[config.mk]
export PLATFORM = sky130hd
export DESIGN_NAME = crc_frame_ctrl
export DESIGN_NICKNAME = d
export VERILOG_FILES = /design/src/rtl/crc_frame_ctrl.sv
export SDC_FILE = /design/constraint.sdc
export NUM_CORES = 1
export LEC_CHECK = 0
export CAP_MARGIN = 20
export CORE_ASPECT_RATIO = 1.75
export CORE_MARGIN = 4
export CORE_UTILIZATION = 41
export CTS_BUF_LIST = sky130_fd_sc_hd__clkbuf_2
export DETAILED_ROUTE_END_ITERATION = 8
export DONT_BUFFER_PORTS = 1
export PLACE_DENSITY = 0.52
export SLEW_MARGIN = 5
export SYNTH_ARGS = -nofsm -noshare
export SYNTH_HDL_FRONTEND = slang
export SYNTH_SLANG_ARGS = --single-unit
[constraint.sdc]
create_clock -name clk -period 3.4 [get_ports clk]
set_input_delay 0.68 -clock clk [delete_from_list [all_inputs] [get_ports clk]]
set_output_delay 0.68 -clock clk [all_outputs]
set_load 0.005 [all_outputs]
[src/rtl/crc_frame_ctrl.sv]
// crc_frame_ctrl: sequences one CRC engine per frame and presents checksum, length and error
module crc_frame_ctrl #(
  parameter int DATAWIDTH = 8,
  parameter int POLYWIDTH = 8,
  parameter int MAX_WORDS = 1024,
  localparam int LENW = $clog2(MAX_WORDS + 1)
) (
  input  logic                 clk,
  input  logic                 rst,
  input  logic                 s_valid_i,
  input  logic [DATAWIDTH-1:0] s_data_i,
  input  logic                 s_last_i,
  output logic                 s_ready_o,
  output logic                 crc_rst_o,
  output logic                 crc_en_o,
  output logic [DATAWIDTH-1:0] crc_data_o,
  input  logic [POLYWIDTH-1:0] crc_sum_i,
  output logic                 m_valid_o,
  input  logic                 m_ready_i,
  output logic [POLYWIDTH-1:0] m_checksum_o,
  output logic [LENW-1:0]      m_len_o,
  output logic                 m_err_o,
  output logic                 busy_o
);
  typedef enum logic [2:0] {IDLE, CLEAR, RUN, WAIT, DONE} state_t;
  state_t state_q, state_d;
  logic [LENW-1:0] len_q, len_d, m_len_q;
  logic err_q, err_d, m_err_q;
  logic [POLYWIDTH-1:0] m_checksum_q;
  logic at_max;
  assign at_max = len_q == LENW'(MAX_WORDS - 1);
  assign crc_data_o = s_data_i;
  assign m_checksum_o = m_checksum_q;
  assign m_len_o = m_len_q;
  assign m_err_o = m_err_q;
  // state register
  always_ff @(posedge clk) begin
    state_q <= rst ? IDLE : state_d;
  end
  // next state: the word that wakes IDLE stays with the source until RUN accepts it
  always_comb begin
    state_d = state_q;
    case (state_q)
      IDLE:    state_d = s_valid_i ? CLEAR : IDLE;
      CLEAR:   state_d = RUN;
      RUN:     state_d = (crc_en_o && (s_last_i || at_max)) ? WAIT : RUN;
      WAIT:    state_d = DONE;
      DONE:    state_d = m_ready_i ? IDLE : DONE;
      default: state_d = IDLE;
    endcase
  end
  // outputs: rst masks all handshakes so a stale state cannot leak during reset
  always_comb begin
    s_ready_o = !rst && state_q == RUN;
    crc_en_o  = s_ready_o && s_valid_i;
    crc_rst_o = rst || state_q == CLEAR;
    m_valid_o = !rst && state_q == DONE;
    busy_o    = !rst && state_q != IDLE;
  end
  // frame length and truncation flag; len stops at MAX_WORDS because RUN exits there
  always_comb begin
    len_d = state_q == CLEAR ? '0 : crc_en_o ? len_q + LENW'(1) : len_q;
    err_d = state_q == CLEAR ? 1'b0 : (crc_en_o && at_max && !s_last_i) ? 1'b1 : err_q;
  end
  // counters and result capture; engine sum includes the last word by WAIT
  always_ff @(posedge clk) begin
    if (rst) begin
      len_q <= '0;
      err_q <= 1'b0;
      m_checksum_q <= '0;
      m_len_q <= '0;
      m_err_q <= 1'b0;
    end else begin
      len_q <= len_d;
      err_q <= err_d;
      if (state_q == WAIT) begin
        m_checksum_q <= crc_sum_i;
        m_len_q <= len_q;
        m_err_q <= err_q;
      end
    end
  end
endmodule

==> summary.txt, run 1 <==
Global routing
  • Total GRT Usage: 15.66%
  • Pin count of the biggest net entering global routing: 35
  • Initial antenna violation count: 0
  • First-pass GRT wire length: 5520 µm
  • Vias in the first global route: 1224
  • Total grt overflow: 0

Synthesis
  • Synth Cell Area: 0.001546 mm²
  • Post-synthesis cell count: 187
  • Yosys reg bits: 35
  • Sequential fraction of the synthesis area: 45.31%
  • Synthesized net count: 209
  • Main flop type after synthesis: dfxtp_1
  • Post-synth EDFFs: 0
  • Syn avg cell area: 8.270 µm²
  • Async set-reset flop share out of synthesis: 0%
  • Distinct cells, synth: 31
  • Syn. warnings: 0

Floorplanning
  • Die H: 89.25 µm
  • Die width: 54.43 µm
  • I/O pin count: 54
  • Initial Util: 42.62%
  • Row count: 29
  • Die Area: 0.004857 mm²
  • Core area: 0.003628 mm²

Power
  • Switching Fraction: 24.77%
  • Clock power share: 28.4%
  • Int Pwr: 0.4755 mW
  • Pleak: 0.4381 nW
  • Peak VDD IR: 261.7 µV
  • Tot Pwr: 0.6321 mW
  • Logic pwr share: 4.9%
  • Register share of total power: 66.7%
  • Net switching power: 0.1566 mW
  • PD cells: 418.2 mW/mm²

Critical path
  • R2r endpoint: len_q[6]$_SDFFE_PP0N_
  • Critical Path Source: state_q[0]$_SDFF_PP0_
  • Worst Setup End Kind: output port
  • Reg-to-Reg Start: state_q[0]$_SDFF_PP0_
  • R2r setup slk: 1.69 ns
  • Crit path to: crc_rst_o
  • CP Class: flip-flop to output port
  • WP data required: 2.72 ns
  • CP Data Arrival Time: 1.79 ns
  • CP max stage delay: 0.57 ns
  • Path depth of the worst reg2reg path: 3
  • Critical Path Start Type: flip-flop
  • Cells along the critical path: or3b_2, nand2b_1
  • Worst-path maximum fanout: 9
  • Slowest CP cell: or3b_2

Routing
  • Pre-antenna DRT Iters: 4
  • Routed WL: 3425 µm
  • Routed Antenna Nets: 0
  • First DRT Iteration DRCs: 27
  • Wire per inst: 15.64 µm
  • Vias post-DR: 1228
  • # DRC: 0
  • DR vias/cell: 5.607

Clock network
  • CTS tree: done
  • H-Tree Level Count: 2
  • Post-CTS setup buffer count: 0
  • CTS resizes: 0
  • TritonCTS buffer count: 5
  • Root Driver: clkbuf_2
  • # clock sinks: 35
  • Clk_lat worst skew: 0.37 ns
  • Hold buffers post-CTS: 0
  • Longest Clk Path Bufs: 2
  • Clk slew on worst S/H paths: 0.17 ns

Final layout
  • Share of cells above drive strength 1: 6.936%
  • Finished Core Util: 41.66%
  • Reg area: 700.7 µm²
  • Most frequent cells in the layout: nand2_1 (42), dfxtp_1 (35), a21oi_1 (26)
  • Area growth, synth to finish: -2.265%
  • Commonest non-fill, non-tap cell in the layout: nand2_1
  • Final nets: 194
  • Diodes inserted: 0
  • Area of the multi-input gates: 696.9 µm²
  • Fin cells: 219
  • Fillers: 401

Timing
  • Max Fclk: 405.7 MHz
  • RSZ-0062 raised after global routing: no
  • Max-slew headroom: 44.25%
  • Ratio of final minimum period to clock period: 72.50%
  • Measured slew at the worst slew-check pin: 0.8337 ns
  • Period minus WS final: 2.465 ns
  • Final hold violations: 0
  • Slew Viols, Final: 0
  • Final setup violation count: 0
  • Setup TNS Final: 0 ns
  • Final Skew: 0.01354 ns
  • Hold WS: 0.3529 ns

Placement
  • Detailed placement HPWL: 2456 µm
  • Port Buffers: 0
  • Placed Instances: 211
  • Routability congestion estimate: 0.7513

Worst hold path
  • Hold Path Origin: rst
  • Hold path cells: 1
  • Hold Path Class: input pin to flip-flop

Status
  • Outcome: complete, no violations

Run
  • Max_cap viols: 0
[cell usage after synthesis, drive strengths merged (3+ instances only)]
| master | n | area share, % |
|---|---|---|
| nand2 | 42 | 10 |
| dfxtp | 35 | 45 |
| a21oi | 27 | 9.0 |
| buf | 12 | 6.0 |
| clkbuf | 10 | 2.4 |
| nand3b | 8 | 3.9 |
| inv | 5 | 1.2 |
| mux2i | 5 | 3.2 |
| nor2 | 4 | 0.97 |
| nor3 | 4 | 1.3 |
| nor4 | 4 | 1.6 |
| or3 | 4 | 1.6 |
| or3b | 4 | 2.4 |
| or4 | 4 | 2.2 |
| o21ai | 3 | 0.97 |
| o31ai | 3 | 1.5 |
[per-layer routing]
metal | up-vias | track usage [%] | part of all wire, %
met2 | 43 | 27.59 | 52
met3 | 5 | 5.676 | 7.8
met1 | 577 | 15.93 | 38
li1 | 603 | - | -
met5 | - | 0 | 0
met4 | 0 | 6.803 | 1.8
[worst min path at each step]
stage	endpoint
floorplan	m_err_o$_SDFFE_PP0P_
global placement	m_err_o$_SDFFE_PP0P_
detailed placement	m_err_o$_SDFFE_PP0P_
CTS	m_checksum_o[6]$_SDFFE_PP0P_
global route	m_checksum_o[5]$_SDFFE_PP0P_
finish	m_checksum_o[0]$_SDFFE_PP0P_
[power groups by stage]
stage / logic [mW] / clock network [mW] / registers, mW
finish: 0.0307 / 0.180 / 0.422
global route: 0.0346 / 0.211 / 0.423
CTS: 0.0313 / 0.191 / 0.422
detailed placement: 0.0314 / 0 / 0.430
global placement: 0.0304 / 0 / 0.430
floorplan: 0.0462 / 0 / 0.425
[critical path, delay by kind of cell (launching register included)]
| kind | cells | cell delay (ns) |
|---|---|---|
| and+or+nand+nor | 2 | 0.89 |
| DFF | 1 | 0.52 |
[kinds of logic after synthesis]
family	share of synthesized area [%]
AO/OA/AOI/OAI	12.30
XOR/XNOR	0.5664
adder cells (fa/ha/maj)	0.8089
buffers and inverters	9.628
flip-flops	45.31
multiplexers	3.236
AND/OR/NAND/NOR	28.15
[state kept, by name, indices dropped and copies added, names as in the netlist]
signal,cells
state_q,3
m_checksum_o,8
err_q,1
len_q,11
m_len_o,11
m_err_o,1
[layout make-up]
type                            instances  area share (%)
Clock buffer                            6           1.987
Clock inverter                          2          0.4967
Inverter                                5           1.242
Multi-Input combinational cell        125           46.11
Sequential cell                        35           46.36
Tap cell                               46           3.808
[through the flow]
stage | cell area [µm²] | setup slack [ns]
6_report | 1511 | 0.9349
5_1_grt | 1511 | 0.7746
4_1_cts | 1511 | 0.8803
3_5_place_dp | 1474 | 1.344
3_3_place_gp | 1474 | 1.399
2_1_floorplan | 1546 | 1.368
Power figures use the tool's default switching activity.
==> run 2: changes to the inputs <==
--- a/config.mk
+++ b/config.mk
@@ -12,7 +12,7 @@
 export CTS_BUF_LIST = sky130_fd_sc_hd__clkbuf_2
 export DETAILED_ROUTE_END_ITERATION = 8
 export DONT_BUFFER_PORTS = 1
-export PLACE_DENSITY = 0.52
+export PLACE_DENSITY = 0.54
 export SLEW_MARGIN = 5
 export SYNTH_ARGS = -nofsm -noshare
 export SYNTH_HDL_FRONTEND = slang
==> constraint.sdc (replaced) <==
create_clock -name clk -period 2.1 [get_ports clk]
set_input_delay 0.42 -clock clk [delete_from_list [all_inputs] [get_ports clk]]
set_output_delay 0.42 -clock clk [all_outputs]
set_load 0.005 [all_outputs]
==> summary.txt, run 2 (same netlist as run 1, synthesis figures left out) <==
Timing
  • RSZ-0062 raised after global routing: no (unchanged)
  • Max-slew headroom: 64.19% (was 44.25%)
  • Setup TNS Final: 0 ns (unchanged)
  • Period minus WS final: 1.962 ns
  • Final setup violation count: 0 (unchanged)
  • Final Skew: 0.009426 ns (was 0.01354 ns)
  • Measured slew at the worst slew-check pin: 0.5371 ns (was 0.8337 ns)
  • Max Fclk: 509.6 MHz
  • Final hold violations: 0 (unchanged)
  • Slew Viols, Final: 0 (unchanged)
  • Post-route setup slack: 0.1377 ns (was 0.9349 ns)
  • Ratio of final minimum period to clock period: 93.45%

Routing
  • # DRC: 0 (unchanged)
  • DR vias/cell: 5.583 (was 5.607)
  • Pre-antenna DRT Iters: 4 (unchanged)
  • First DRT Iteration DRCs: 9 (was 27)
  • Routed Antenna Nets: 0 (unchanged)
  • Vias post-DR: 1245 (was 1228)
  • Routed WL: 3384 µm (was 3425 µm)
  • Wire per inst: 15.17 µm (was 15.64 µm)

Critical path
  • Path depth of the worst reg2reg path: 3 (unchanged)
  • Worst path depth: 2 (unchanged)
  • CP max stage delay: 0.59 ns (was 0.57 ns)
  • Cells along the critical path: or3b_2, nand2b_1 (unchanged)
  • R2r setup slk: 0.49 ns (was 1.69 ns)
  • Worst-path maximum fanout: 11 (was 9)
  • Crit-path leading delay family: simple AND/OR/NAND/NOR gates (unchanged)
  • Slowest CP cell: or3b_2 (unchanged)
  • WP data required: 1.68 ns (was 2.72 ns)
  • Worst Setup End Kind: output port (unchanged)
  • CP Class: flip-flop to output port (unchanged)
  • CP Buf/Inv Count: 0 (unchanged)
  • Critical Path Start Type: flip-flop (unchanged)
  • CP Data Arrival Time: 1.54 ns (was 1.79 ns)

Floorplanning
  • I/O pin count: 54 (unchanged)
  • Die Area: 0.004857 mm² (unchanged)
  • Row count: 29 (unchanged)
  • Core area: 0.003628 mm² (unchanged)
  • Die width: 54.43 µm (unchanged)
  • Initial Util: 42.62% (unchanged)
  • Die H: 89.25 µm (unchanged)

Clock network
  • H-Tree Level Count: 2 (unchanged)
  • TritonCTS buffer count: 5 (unchanged)
  • # clock sinks: 35 (unchanged)
  • Post-CTS setup buffer count: 0 (unchanged)
  • Clk_lat worst skew: 0.36 ns (was 0.37 ns)
  • Clk slew on worst S/H paths: 0.15 ns (was 0.17 ns)
  • Longest Clk Path Bufs: 2 (unchanged)
  • Root Driver: clkbuf_2 (unchanged)
  • Hold buffers post-CTS: 0 (unchanged)
  • CTS tree: done (unchanged)
  • CTS resizes: 0 (unchanged)

Final layout
  • Fillers: 397 (was 401)
  • Commonest non-fill, non-tap cell in the layout: nand2_1 (unchanged)
  • Diodes inserted: 0 (unchanged)
  • Reg area: 701.9 µm² (was 700.7 µm²)
  • Area growth, synth to finish: 0.2429% (was -2.265%)
  • Most frequent cells in the layout: nand2_1 (42), dfxtp_1 (34), a21oi_1 (26) (was nand2_1 (42), dfxtp_1 (35), a21oi_1 (26))
  • Share of cells above drive strength 1: 10.73% (was 6.936%)
  • Final nets: 200 (was 194)
  • Area of the multi-input gates: 696.9 µm² (unchanged)

Status
  • Outcome: complete, no violations (unchanged)

Worst hold path
  • Hold path cells: 1 (unchanged)
  • Hold Path Class: input pin to flip-flop (unchanged)

Power
  • Net switching power: 0.2405 mW (was 0.1566 mW)
  • Clock power share: 27.1% (was 28.4%)
  • PD cells: 650.6 mW/mm² (was 418.2 mW/mm²)
  • Pleak: 0.4660 nW (was 0.4381 nW)
  • Register share of total power: 67.7% (was 66.7%)
  • Switching Fraction: 23.84% (was 24.77%)
  • Int Pwr: 0.7682 mW (was 0.4755 mW)
  • Peak VDD IR: 416.3 µV (was 261.7 µV)
  • Logic pwr share: 5.2% (was 4.9%)

Global routing
  • Vias in the first global route: 1216 (was 1224)
  • First-pass GRT wire length: 5506 µm (was 5520 µm)
  • Pin count of the biggest net entering global routing: 35 (unchanged)
  • Initial antenna violation count: 0 (unchanged)
  • Total GRT Usage: 15.74% (was 15.66%)
  • Total grt overflow: 0 (unchanged)

Placement
  • Port Buffers: 0 (unchanged)
  • Routability congestion estimate: 0.7981 (was 0.7513)
  • Pre-CTS setup slack: 0.4548 ns (was 1.344 ns)
  • Detailed placement HPWL: 2510 µm (was 2456 µm)

Run
  • Max_cap viols: 0 (unchanged)
## run 2: changes by cell type in the layout (fill, tap and decap cells not counted)
cell and change:
dfxtp_1 -1, buf_4 +6, dfxtp_2 +1, clkinv_1 -2
## run 2: path summary, 6_finish.rpt
check / start / end
max: state_q[2]$_SDFF_PP0_ / crc_rst_o
min: rst / m_len_o[9]$_SDFFE_PP0P_
max reg2reg: state_q[0]$_SDFF_PP0_ / len_q[6]$_SDFFE_PP0N_
min reg2reg: err_q$_SDFFE_PP0P_ / m_err_o$_SDFFE_PP0P_
## run 2: worst reg2reg max path, cell delays in order (launching register included)
cell and delay, ns:
dfxtp_2 0.39, or3b_4 0.51, or4_4 0.54, a21oi_2 0.13
## run 2: area by class of cell
cell class / count / area share, %
sequential: 35 / 45.28
multi-input combinational: 125 / 44.96
tap: 46 / 3.713
timing repair buffer: 6 / 2.906
clock buffer: 6 / 1.937
inverter: 5 / 1.211
## run 2: stage by stage
step	hold WS (ns)	util (%)	std cells	area [µm²]	total power [mW]
final	0.1040	42.72	223	1550	1.009
after global routing	0.03495	42.72	223	1550	1.072
after CTS	0.07385	42.69	223	1549	1.033
after detailed placement	0.4442	41.86	217	1519	0.7513
after global placement	0.4349	41.86	217	1519	0.7494
after floorplan	0.4319	-	187	1546	0.7630
## run 2: power groups by stage
stage	clock [mW]	sequential, mW	combinational (mW)
6_report	0.273	0.683	0.0527
5_1_grt	0.327	0.686	0.0597
4_1_cts	0.295	0.683	0.0541
3_5_place_dp	0	0.697	0.0539
3_3_place_gp	0	0.697	0.0526
2_1_floorplan	0	0.688	0.0748
## run 2: metal layers
metal  vias to the layer above  part of all wire (%)  track usage [%]
li1                        612                     -                -
met5                         -                     0                0
met1                       581                    35            14.85
met3                         5                   8.6            6.344
met2                        47                    54            28.57
met4                         0                   2.0            6.803
